## src/rtl/soc_network_adapter_config_arbiter_if.sv

```systemverilog
// Requester and configuration-register-file bus shared by the config arbiter.
// The master side is the requester/register-file environment, the slave side is the arbiter.
interface soc_network_adapter_config_arbiter_if #(
    parameter int unsigned DW   = 32,
    parameter int unsigned NREQ = 2
);
    logic [NREQ-1:0]    req;
    logic [NREQ*16-1:0] req_addr;
    logic [NREQ-1:0]    req_we;
    logic [NREQ*DW-1:0] req_din;
    logic [NREQ-1:0]    ack;
    logic [NREQ-1:0]    err;
    logic [DW-1:0]      dout;
    logic               busy;
    logic [15:0]        cfg_addr;
    logic [DW-1:0]      cfg_din;
    logic               cfg_en;
    logic               cfg_we;
    logic [DW-1:0]      cfg_dout;

    modport master (
        output req, req_addr, req_we, req_din, cfg_dout,
        input  ack, err, dout, busy, cfg_addr, cfg_din, cfg_en, cfg_we
    );

    modport slave (
        input  req, req_addr, req_we, req_din, cfg_dout,
        output ack, err, dout, busy, cfg_addr, cfg_din, cfg_en, cfg_we
    );
endinterface

```

## src/rtl/soc_network_adapter_config_arbiter.sv

```systemverilog
// Round-robin arbiter granting NREQ requesters one at a time onto a configuration register file,
// with address decode that turns illegal accesses into err completions.
module soc_network_adapter_config_arbiter #(
    parameter int unsigned DW   = 32,
    parameter int unsigned NREQ = 2
) (
    input logic clk,
    input logic rst,
    soc_network_adapter_config_arbiter_if.slave bus
);
    localparam int unsigned IW = $clog2(NREQ);

    typedef enum logic [1:0] {StIdle, StAccess, StResp} state_e;

    state_e          r_state;
    logic [IW-1:0]   r_last;
    logic [IW-1:0]   r_gnt;
    logic            r_we;
    logic            r_ok;
    logic [NREQ-1:0] r_ack;
    logic [NREQ-1:0] r_err;
    logic [DW-1:0]   r_dout;
    logic [15:0]     r_cfg_addr;
    logic [DW-1:0]   r_cfg_din;
    logic            r_cfg_en;
    logic            r_cfg_we;
    logic            r_busy;

    logic            w_any;
    logic            w_found;
    logic [IW-1:0]   w_win;
    logic [15:0]     w_addr;
    logic [DW-1:0]   w_din;
    logic            w_we;
    logic            w_word_ok;
    logic            w_rd_ok;
    logic            w_ok;

    assign w_any = |bus.req;

    // Search starts one past the last winner and wraps.
    always_comb begin : rr_search
        int unsigned   sum;
        logic [IW-1:0] cand;
        w_win   = r_last;
        w_found = 1'b0;
        for (int unsigned i = 1; i <= NREQ; i++) begin
            sum = 32'(r_last) + i;
            if (sum >= NREQ) begin
                sum = sum - NREQ;
            end
            cand = sum[IW-1:0];
            if (!w_found && bus.req[cand]) begin
                w_found = 1'b1;
                w_win   = cand;
            end
        end
    end

    always_comb begin
        w_addr = '0;
        w_din  = '0;
        for (int unsigned k = 0; k < NREQ; k++) begin
            if (w_win == IW'(k)) begin
                w_addr = bus.req_addr[k*16 +: 16];
                w_din  = bus.req_din[k*DW +: DW];
            end
        end
    end

    assign w_we = bus.req_we[w_win];

    always_comb begin
        case (w_addr[11:2])
            10'h000, 10'h001, 10'h003, 10'h004, 10'h006, 10'h007, 10'h008,
            10'h009, 10'h00A, 10'h00B, 10'h040, 10'h041, 10'h042: w_word_ok = 1'b1;
            default:                                               w_word_ok = 1'b0;
        endcase
    end

    // Halfword region 0x200-0x3FF allows addr[1]=1; the word list does not.
    assign w_rd_ok = (w_addr[15:12] == 4'h0) && !w_addr[0] &&
                     ((!w_addr[1] && w_word_ok) || (w_addr[11:9] == 3'b001));
    assign w_ok    = w_we ? (w_addr == 16'h0108) : w_rd_ok;

    always_ff @(posedge clk or posedge rst) begin
        if (rst) begin
            r_state    <= StIdle;
            r_last     <= IW'(NREQ - 1);
            r_gnt      <= '0;
            r_we       <= 1'b0;
            r_ok       <= 1'b0;
            r_ack      <= '0;
            r_err      <= '0;
            r_dout     <= '0;
            r_cfg_addr <= '0;
            r_cfg_din  <= '0;
            r_cfg_en   <= 1'b0;
            r_cfg_we   <= 1'b0;
            r_busy     <= 1'b0;
        end else begin
            unique case (r_state)
                StIdle: begin
                    r_ack <= '0;
                    r_err <= '0;
                    if (w_any) begin
                        r_state    <= StAccess;
                        r_busy     <= 1'b1;
                        r_gnt      <= w_win;
                        r_last     <= w_win;
                        r_we       <= w_we;
                        r_ok       <= w_ok;
                        r_cfg_addr <= w_addr;
                        r_cfg_din  <= w_din;
                        r_cfg_en   <= w_ok;
                        r_cfg_we   <= w_ok & w_we;
                    end
                end
                StAccess: begin
                    r_state  <= StResp;
                    r_cfg_en <= 1'b0;
                    r_cfg_we <= 1'b0;
                    r_dout   <= (r_ok && !r_we) ? bus.cfg_dout : '0;
                end
                StResp: begin
                    r_state      <= StIdle;
                    r_busy       <= 1'b0;
                    r_ack[r_gnt] <= r_ok;
                    r_err[r_gnt] <= !r_ok;
                end
                default: r_state <= StIdle;
            endcase
        end
    end

    assign bus.ack      = r_ack;
    assign bus.err      = r_err;
    assign bus.dout     = r_dout;
    assign bus.busy     = r_busy;
    assign bus.cfg_addr = r_cfg_addr;
    assign bus.cfg_din  = r_cfg_din;
    assign bus.cfg_en   = r_cfg_en;
    assign bus.cfg_we   = r_cfg_we;
endmodule

```

## src/flat_wrapper.sv

```systemverilog
// flat-port wrapper written by rule: the top's interface ports become plain ports
module soc_network_adapter_config_arbiter_flat 
#(
    parameter int unsigned DW   = 32,
    parameter int unsigned NREQ = 2
)
  (clk, rst, bus_req, bus_req_addr, bus_req_we, bus_req_din, bus_cfg_dout, bus_ack, bus_err, bus_dout, bus_busy, bus_cfg_addr, bus_cfg_din, bus_cfg_en, bus_cfg_we);
  soc_network_adapter_config_arbiter_if #(.DW(DW), .NREQ(NREQ)) bus_i ();
  input logic clk;
  input logic rst;
  input wire logic [$bits(bus_i.req)-1:0] bus_req;
  input wire logic [$bits(bus_i.req_addr)-1:0] bus_req_addr;
  input wire logic [$bits(bus_i.req_we)-1:0] bus_req_we;
  input wire logic [$bits(bus_i.req_din)-1:0] bus_req_din;
  input wire logic [$bits(bus_i.cfg_dout)-1:0] bus_cfg_dout;
  output wire logic [$bits(bus_i.ack)-1:0] bus_ack;
  output wire logic [$bits(bus_i.err)-1:0] bus_err;
  output wire logic [$bits(bus_i.dout)-1:0] bus_dout;
  output wire logic [$bits(bus_i.busy)-1:0] bus_busy;
  output wire logic [$bits(bus_i.cfg_addr)-1:0] bus_cfg_addr;
  output wire logic [$bits(bus_i.cfg_din)-1:0] bus_cfg_din;
  output wire logic [$bits(bus_i.cfg_en)-1:0] bus_cfg_en;
  output wire logic [$bits(bus_i.cfg_we)-1:0] bus_cfg_we;
  assign bus_i.req = bus_req;
  assign bus_i.req_addr = bus_req_addr;
  assign bus_i.req_we = bus_req_we;
  assign bus_i.req_din = bus_req_din;
  assign bus_i.cfg_dout = bus_cfg_dout;
  assign bus_ack = bus_i.ack;
  assign bus_err = bus_i.err;
  assign bus_dout = bus_i.dout;
  assign bus_busy = bus_i.busy;
  assign bus_cfg_addr = bus_i.cfg_addr;
  assign bus_cfg_din = bus_i.cfg_din;
  assign bus_cfg_en = bus_i.cfg_en;
  assign bus_cfg_we = bus_i.cfg_we;
  soc_network_adapter_config_arbiter #(.DW(DW), .NREQ(NREQ)) u_core (.clk(clk), .rst(rst), .bus(bus_i));
endmodule
```

## config.mk

```make
export PLATFORM = sky130hd
export DESIGN_NAME = soc_network_adapter_config_arbiter_flat
export DESIGN_NICKNAME = d
export VERILOG_FILES = /design/src/rtl/soc_network_adapter_config_arbiter_if.sv /design/src/rtl/soc_network_adapter_config_arbiter.sv /design/src/flat_wrapper.sv
export SDC_FILE = /design/constraint.sdc
export NUM_CORES = 1
export LEC_CHECK = 0
export ABC_AREA = 1
export ABC_CLOCK_PERIOD_IN_PS = 3100
export CORE_ASPECT_RATIO = 1.5
export CORE_MARGIN = 2
export CORE_UTILIZATION = 37
export CTS_BUF_LIST = sky130_fd_sc_hd__clkbuf_8
export DETAILED_ROUTE_END_ITERATION = 12
export GPL_ROUTABILITY_DRIVEN = 0
export MAX_ROUTING_LAYER = met4
export PLACE_DENSITY = 0.89
export SYNTH_ARGS = -nofsm -noshare
export SYNTH_HDL_FRONTEND = slang
export SYNTH_SLANG_ARGS = --single-unit
```

## constraint.sdc

```tcl
create_clock -name clk -period 3.1 [get_ports clk]
set_input_delay 0.62 -clock clk [delete_from_list [all_inputs] [get_ports clk]]
set_output_delay 0.62 -clock clk [all_outputs]
set_load 0.03 [all_outputs]
```

==> After elaboration in Yosys (flattened, before gate mapping) <==
Index checks and enable logic that the tools add are counted.
{ "totals": {"reg_bits": 93, "inputBits": 134, "out_inout_bits": 87, "elab_cells": 94} }
{ "classes": {"add_sub_neg": 4, "n_lt_le_gt_ge": 7, "eq_ne": 17, "n_mux": 30, "bitwise_logic": 1, "reduce_logical": 22} }
{ "ops": {"columns": ["op", "n"], "rows": [
  ["32-bit two-way mux", 2],
  ["10-bit by 4-bit equality test with 1-bit output, second input constant", 4],
  ["10-bit by 3-bit equality test with 1-bit output, second input constant", 3],
  ["10-bit by 7-bit equality test with 1-bit output, second input constant", 3],
  ["1-bit two-way mux", 17],
  ["16-bit by 9-bit equality test with 1-bit output, second input constant", 1],
  ["16-bit two-way mux", 1],
  ["13-bit OR reduction", 1],
  ["2-bit one-hot mux with 2 select lines", 3],
  ["10-bit by 1-bit equality test with 1-bit output, second input constant", 1],
  ["10-bit by 2-bit equality test with 1-bit output, second input constant", 1],
  ["10-bit logical NOT", 1],
  ["1-bit by 2-bit less-than comparator with 1-bit output, second input constant", 4],
  ["1-bit logical AND", 6],
  ["1-bit one-hot mux with 2 select lines", 3],
  ["2-bit AND reduction", 3],
  ["1-bit logical NOT", 5],
  ["2-bit bitwise mux", 2],
  ["4-bit logical NOT", 1],
  ["2-bit nonzero test", 2],
  ["1-bit by 2-bit adder with 3-bit output, second input constant", 1],
  ["3-bit by 1-bit equality test with 1-bit output, second input constant", 1],
  ["3-bit by 2-bit greater-or-equal comparator with 1-bit output, second input constant", 1],
  ["1-bit by 1-bit adder with 2-bit output, second input constant", 1],
  ["other kinds (12)", 13]
]} }

==> Longest topological paths before layout <==
{ "logic_depth": {"depth_word": 20, "depth_mapped": 14, "mapped_depth_nobuf": 13} }

==> Least setup slack after synthesis <==
No wires, ideal clock.
{ "synth_timing": {"path_kind": "input port to flip-flop", "start": "input port bus_req[0]", "end": "register u_core.r_ok", "setup_ps": 70, "t_arrival_ps": 1598, "t_required_ps": 3030, "path_slack_ps": 1433, "cell_stages": 10, "n_path_buf": 1, "path_cell_list": "nand2_1 nand2_4 buf_6 nand2_1 nand2_1 nor2_1 nand2_1 nor2_1 nand4_1 nand3_1"} }
{ "synth_between": {"elab_chain_len": 14, "word_cells_on_any_way": 39, "classes_between": "14 x eq/ne; 12 x mux; 13 x reduce/logical"} }
{ "synth_rtl": {"columns": ["item", "line", "text"], "rows": [
  ["start, declared", "flat_wrapper.sv:11", "input wire logic [$bits(bus_i.req)-1:0] bus_req;"],
  ["1-bit two-way mux (implied by the code) (2 in a row)", "soc_network_adapter_config_arbiter.sv:53", "if (!w_found && bus.req[cand]) begin"],
  ["1-bit two-way mux", "soc_network_adapter_config_arbiter.sv:53", null],
  ["1-bit logical NOT", "soc_network_adapter_config_arbiter.sv:53", null],
  ["1-bit logical AND", "soc_network_adapter_config_arbiter.sv:53", null],
  ["1-bit two-way mux", "soc_network_adapter_config_arbiter.sv:53", null],
  ["16-bit two-way mux", "soc_network_adapter_config_arbiter.sv:64", "if (w_win == IW'(k)) begin"],
  ["10-bit by 1-bit equality test with 1-bit output, or another cell as far along", "soc_network_adapter_config_arbiter.sv:74", "case (w_addr[11:2])"],
  ["13-bit OR reduction", "soc_network_adapter_config_arbiter.sv:74", null],
  ["1-bit two-way mux", "soc_network_adapter_config_arbiter.sv:74", null],
  ["1-bit logical AND", "soc_network_adapter_config_arbiter.sv:83", "((!w_addr[1] && w_word_ok) || (w_addr[11:9] == 3'b001));"],
  ["1-bit logical OR", "soc_network_adapter_config_arbiter.sv:83", null],
  ["1-bit logical AND", "soc_network_adapter_config_arbiter.sv:82", "assign w_rd_ok = (w_addr[15:12] == 4'h0) && !w_addr[0] &&"],
  ["1-bit two-way mux", "soc_network_adapter_config_arbiter.sv:84", "assign w_ok = w_we ? (w_addr == 16'h0108) : w_rd_ok;"],
  ["end signal, assigned", "soc_network_adapter_config_arbiter.sv:112", "r_ok <= w_ok;"],
  ["end, declared", "soc_network_adapter_config_arbiter.sv:19", "logic r_ok;"]
]} }
Several ways; a longest one is shown, not always the timed one. The select of a mux whose other input is x is not followed.
A chain may end at the register's enable or synchronous reset.

==> Worst setup path after layout <==
{ "layout_timing": {"start": "input port bus_req[0]", "end": "register u_core.r_cfg_en (netlist: u_core.bus.cfg_en)"} }
{ "layout_between": {"elab_chain_len": 16, "word_cells_on_any_way": 42, "classes_between": "15 x eq/ne; 14 x mux; 13 x reduce/logical"} }
{ "layout_rtl": {"columns": ["item", "line", "text"], "rows": [
  ["1-bit two-way mux (implied by the code) (2 in a row)", "soc_network_adapter_config_arbiter.sv:53", null],
  ["1-bit two-way mux", "soc_network_adapter_config_arbiter.sv:53", null],
  ["1-bit logical NOT", "soc_network_adapter_config_arbiter.sv:53", null],
  ["1-bit logical AND", "soc_network_adapter_config_arbiter.sv:53", null],
  ["1-bit two-way mux", "soc_network_adapter_config_arbiter.sv:53", null],
  ["16-bit two-way mux", "soc_network_adapter_config_arbiter.sv:64", null],
  ["10-bit by 1-bit equality test with 1-bit output, or another cell as far along", "soc_network_adapter_config_arbiter.sv:74", null],
  ["13-bit OR reduction", "soc_network_adapter_config_arbiter.sv:74", null],
  ["1-bit two-way mux", "soc_network_adapter_config_arbiter.sv:74", null],
  ["1-bit logical AND", "soc_network_adapter_config_arbiter.sv:83", null],
  ["1-bit logical OR", "soc_network_adapter_config_arbiter.sv:83", null],
  ["1-bit logical AND", "soc_network_adapter_config_arbiter.sv:82", null],
  ["1-bit two-way mux", "soc_network_adapter_config_arbiter.sv:84", null],
  ["1-bit two-way mux", "soc_network_adapter_config_arbiter.sv:106", "if (w_any) begin"],
  ["1-bit one-hot mux with 2 select lines", "soc_network_adapter_config_arbiter.sv:102", "unique case (r_state)"],
  ["end signal, assigned", "soc_network_adapter_config_arbiter.sv:115", "r_cfg_en <= w_ok;"],
  ["end, declared", "soc_network_adapter_config_arbiter.sv:25", "logic r_cfg_en;"]
]} }
Several ways; a longest one is shown, not always the timed one. The select of a mux whose other input is x is not followed.

==> key figures <==
Logic synthesis
  • Post-synth EDFFs: 0
  • Top post-synthesis cells by area: dfrtp_1 55%, nand2_1 12%, a21oi_1 7.9%
  • Mapped Cells: 512
  • Simple-gate share of the synthesized area: 0.2353
  • Syn_area_per_cell: 8.184 sq um
  • Yosys warnings: 0
  • Mux share of post-synthesis cell area: 0
  • Synth Flop Type: dfrtp_1
  • Post-synth top area cell: dfrtp_1
  • Post-synthesis xor/xnor area fraction: 0
  • Synth cell types: 20
  • Most common cell in the synthesized netlist: nand2_1
  • Sequential-to-total area share from yosys stat: 0.5557
  • Post-synthesis compound-gate area fraction: 0.1541
  • Mapped cell area: 4190 sq um
  • Number of synthesized register bits: 93
  • Most instantiated cells after synthesis: 130 x nand2_1, 92 x dfrtp_1, 66 x a21oi_1
  • Area fraction of the dominant cell type after synthesis: 0.5494
  • Syn nets: approximately 650
  • Post-Synth Adder-Cell Area: 0
  • Largest family of logic cells by synthesized area: simple AND/OR/NAND/NOR gates
  • Asr flop ratio synth: 1.000

Critical path
  • CP cell instances: clkdlybuf4s50_1, inv_1, nand2_1, nand2_2, nand2_1, nand2_1, nor2_1, nand2_1, nor2_1, nand4_1, nand3_1
  • Worst-path cell with the longest stage delay: clkdlybuf4s50_1
  • CP Class: primary input to register
  • Instance count on the critical path: 11
  • R2r worst-path depth: 10
  • Critical Path Source Type: primary input
  • Crit-path max cell delay: ~0.54 ns
  • CP top delay family: simple AND/OR/NAND/NOR gates
  • Most used cell, CP: nand2_1
  • Critical path arrival: about 2.6 ns
  • CP bufs+invs: 2
  • CP endpoint kind: register
  • Critical path data required time: 3.39 ns
  • Crit Path Max Fanout: 25

Placed design
  • DP Worst Slack: approximately 0.47 ns
  • Number of port buffers: 220
  • DP Cell Count: between 800 and 900
  • Post-detail-place hpwl: between 10 and 15 mm

Power and ir drop
  • PD cells: 859.6 nW/um^2
  • Total Power: 5806 uW
  • Worst VDD drop: 0.0005535 V
  • Pleak: 0.003066 uW

Flow run
  • Max cap viols: 0

CTS
  • Clk sinks: 93
  • Clock buffer depth: 2
  • CTS tree: yes
  • Clock latency on the worst-skew pair: 0.36 ns
  • Post-CTS Setup Inserts: 0
  • Clock Tree Root: clkbuf_8
  • Clk pin slew, worst setup/hold paths: ~0.09 ns
  • Post-CTS Resized: 0
  • CTS HTree Levels: 3
  • Num CTS Buffers: 9
  • # hold bufs at CTS: 0

STA
  • Unrepaired setup endpoints after global routing: no
  • Setup ws final: 0.8323 ns
  • Final min period: 2.268 ns
  • Worst-Margin Slew: 0.6276 ns
  • Slew HR: 0.5816
  • FMAX: 441.0 MHz
  • Hold Violations, Final: 0
  • Final setup viols: 0
  • Max-slew violation count: 0
  • Final clock skew: around 0.0078 ns
  • Hold Slack: 0.5060 ns
  • Fin crit share: 0.7315
  • Setup TNS: 0 ns

Finish
  • Multi-input logic area: around 1600 sq um
  • Layout area overhead: 61.18%
  • Share of post-route cells with drive strength above 1: 0.04959
  • Fin nets: 855
  • Reg area: 2328 sq um
  • Fill cells: 963
  • Antenna Cells: 0
  • Final Non-Filler Cells: roughly 870

Routing
  • Drt pass-1 iters: 4
  • Drt total wl: approximately 14 mm
  • DRC Markers: 0
  • Iteration-0 DRC Markers: approximately 200
  • Drt wl/cell: ~16 um
  • Final ANT Viol Nets: 0
  • Routed via count: between 4000 and 5000
  • Vias per cell: 5.038

GRT
  • Initial antenna violation count: 0
  • Vias in the first global route: 4535
  • Global-route wire length before repair: 22.71 mm
  • Largest net degree at the start of global routing: 48
  • Gr ovfl total: 0
  • Total Routing Usage GR: 0.2422

Floorplan
  • Initial Util: 0.3790
  • Ports: 221
  • Die area: 12210 sq um
  • Die Width: 90.89 um
  • CORE AREA: 11060 sq um
  • Site Rows: 47
  • Chip height: 134.3 um

Hold path
  • Hold path cells: 2
  • Worst min path class: register to register

Run status
  • Outcome: completed
==> final timing paths <==
| check | startpoint | end | slack, ns |
|---|---|---|---|
| setup / recovery | bus_req[0] | u_core.bus.cfg_en | 0.83 |
| hold / removal | u_core.bus.cfg_addr[6] | u_core.bus.cfg_addr[6] | 0.51 |
| setup reg to reg | u_core.r_last | u_core.bus.cfg_en | 1.12 |
| hold reg to reg | u_core.bus.cfg_addr[6] | u_core.bus.cfg_addr[6] | 0.51 |
| max in group asynchronous | rst | u_core.r_last | 1.68 |
| min in group asynchronous | rst | u_core.bus.cfg_din[28] | 0.68 |
==> per-stage QoR <==
stage                     area [sq um]    util
after global routing              6754  0.6109
after CTS                         6754  0.6109
after global placement            6548  0.5922
after floorplan                   4190       -
final                             6754  0.6109
after detailed placement          6548  0.5922
==> worst min-delay path: stages (launching register included) <==
cell	delay (ns)
dfrtp_1	0.35
nand2_1	0.05
o21ai_0	0.07
==> power by group <==
| part | internal [uW] | leakage, uW | switching [uW] |
|---|---|---|---|
| combinational | 1170 | 0.00180 | 1960 |
| clock | 401 | 0.000103 | 437 |
| sequential | 1600 | 0.00116 | 234 |
==> area by class of cell <==
class | instances | share of cell area
Clock buffer | 10 | 0.02038
Clock inverter | 6 | 0.01019
Inverter | 22 | 0.01260
Multi-Input combinational cell | 365 | 0.2440
Sequential cell | 93 | 0.3448
Tap cell | 147 | 0.02723
Timing Repair Buffer | 230 | 0.3409
==> metal layers <==
layer | wire length [um] | share of wire | vias up | global-route usage
met4 | 315 | 0.022 | 0 | 0.08502
met2 | 7471 | 0.53 | 210 | 0.4312
met5 | 0 | 0 | - | -
met1 | 5162 | 0.37 | 2061 | 0.2567
li1 | - | - | 2105 | -
met3 | 1136 | 0.081 | 22 | 0.06854
==> cells in the final DEF (no fill, tap or decap), types with 2 or more instances in the layout <==
cell type        netlist  routed
a21oi_1               66      66
a31oi_1                8       8
o32ai_1                4       4
inv_1                 21      20
clkdlybuf4s50_1        0     220
nand3_1               46      46
o21ai_1                4       3
dfrtp_1               92      92
clkbuf_8               0      10
o21ai_0               42      42
nand2_4                2       2
nor2_1                59      57
buf_4                  0       8
inv_6                  0       2
nand2_2                2       2
nand2_1              130     130
buf_12                 0       2
nor2_2                 0       2
==> logic make-up (layout without fill, tap and decap cells) <==
kind of cell / count (synthesis) / after routing
AND/OR/NAND/NOR: 241 / 241
buffers and inverters: 54 / 268
AO/OA/AOI/OAI: 124 / 124
flip-flops: 93 / 93
==> sequential cells by signal, summed over array words and instances, names as in the netlist <==
name / count
u_core.bus.cfg_din: 32
u_core.bus.busy: 1
u_core.r_state: 2
u_core.r_we: 1
u_core.bus.cfg_we: 1
u_core.bus.cfg_en: 1
u_core.bus.cfg_addr: 16
u_core.bus.dout: 32
u_core.r_last: 1
u_core.r_gnt: 1
u_core.bus.ack: 2
u_core.r_ok: 1
u_core.bus.err: 2
Power figures use the tool's default switching activity.
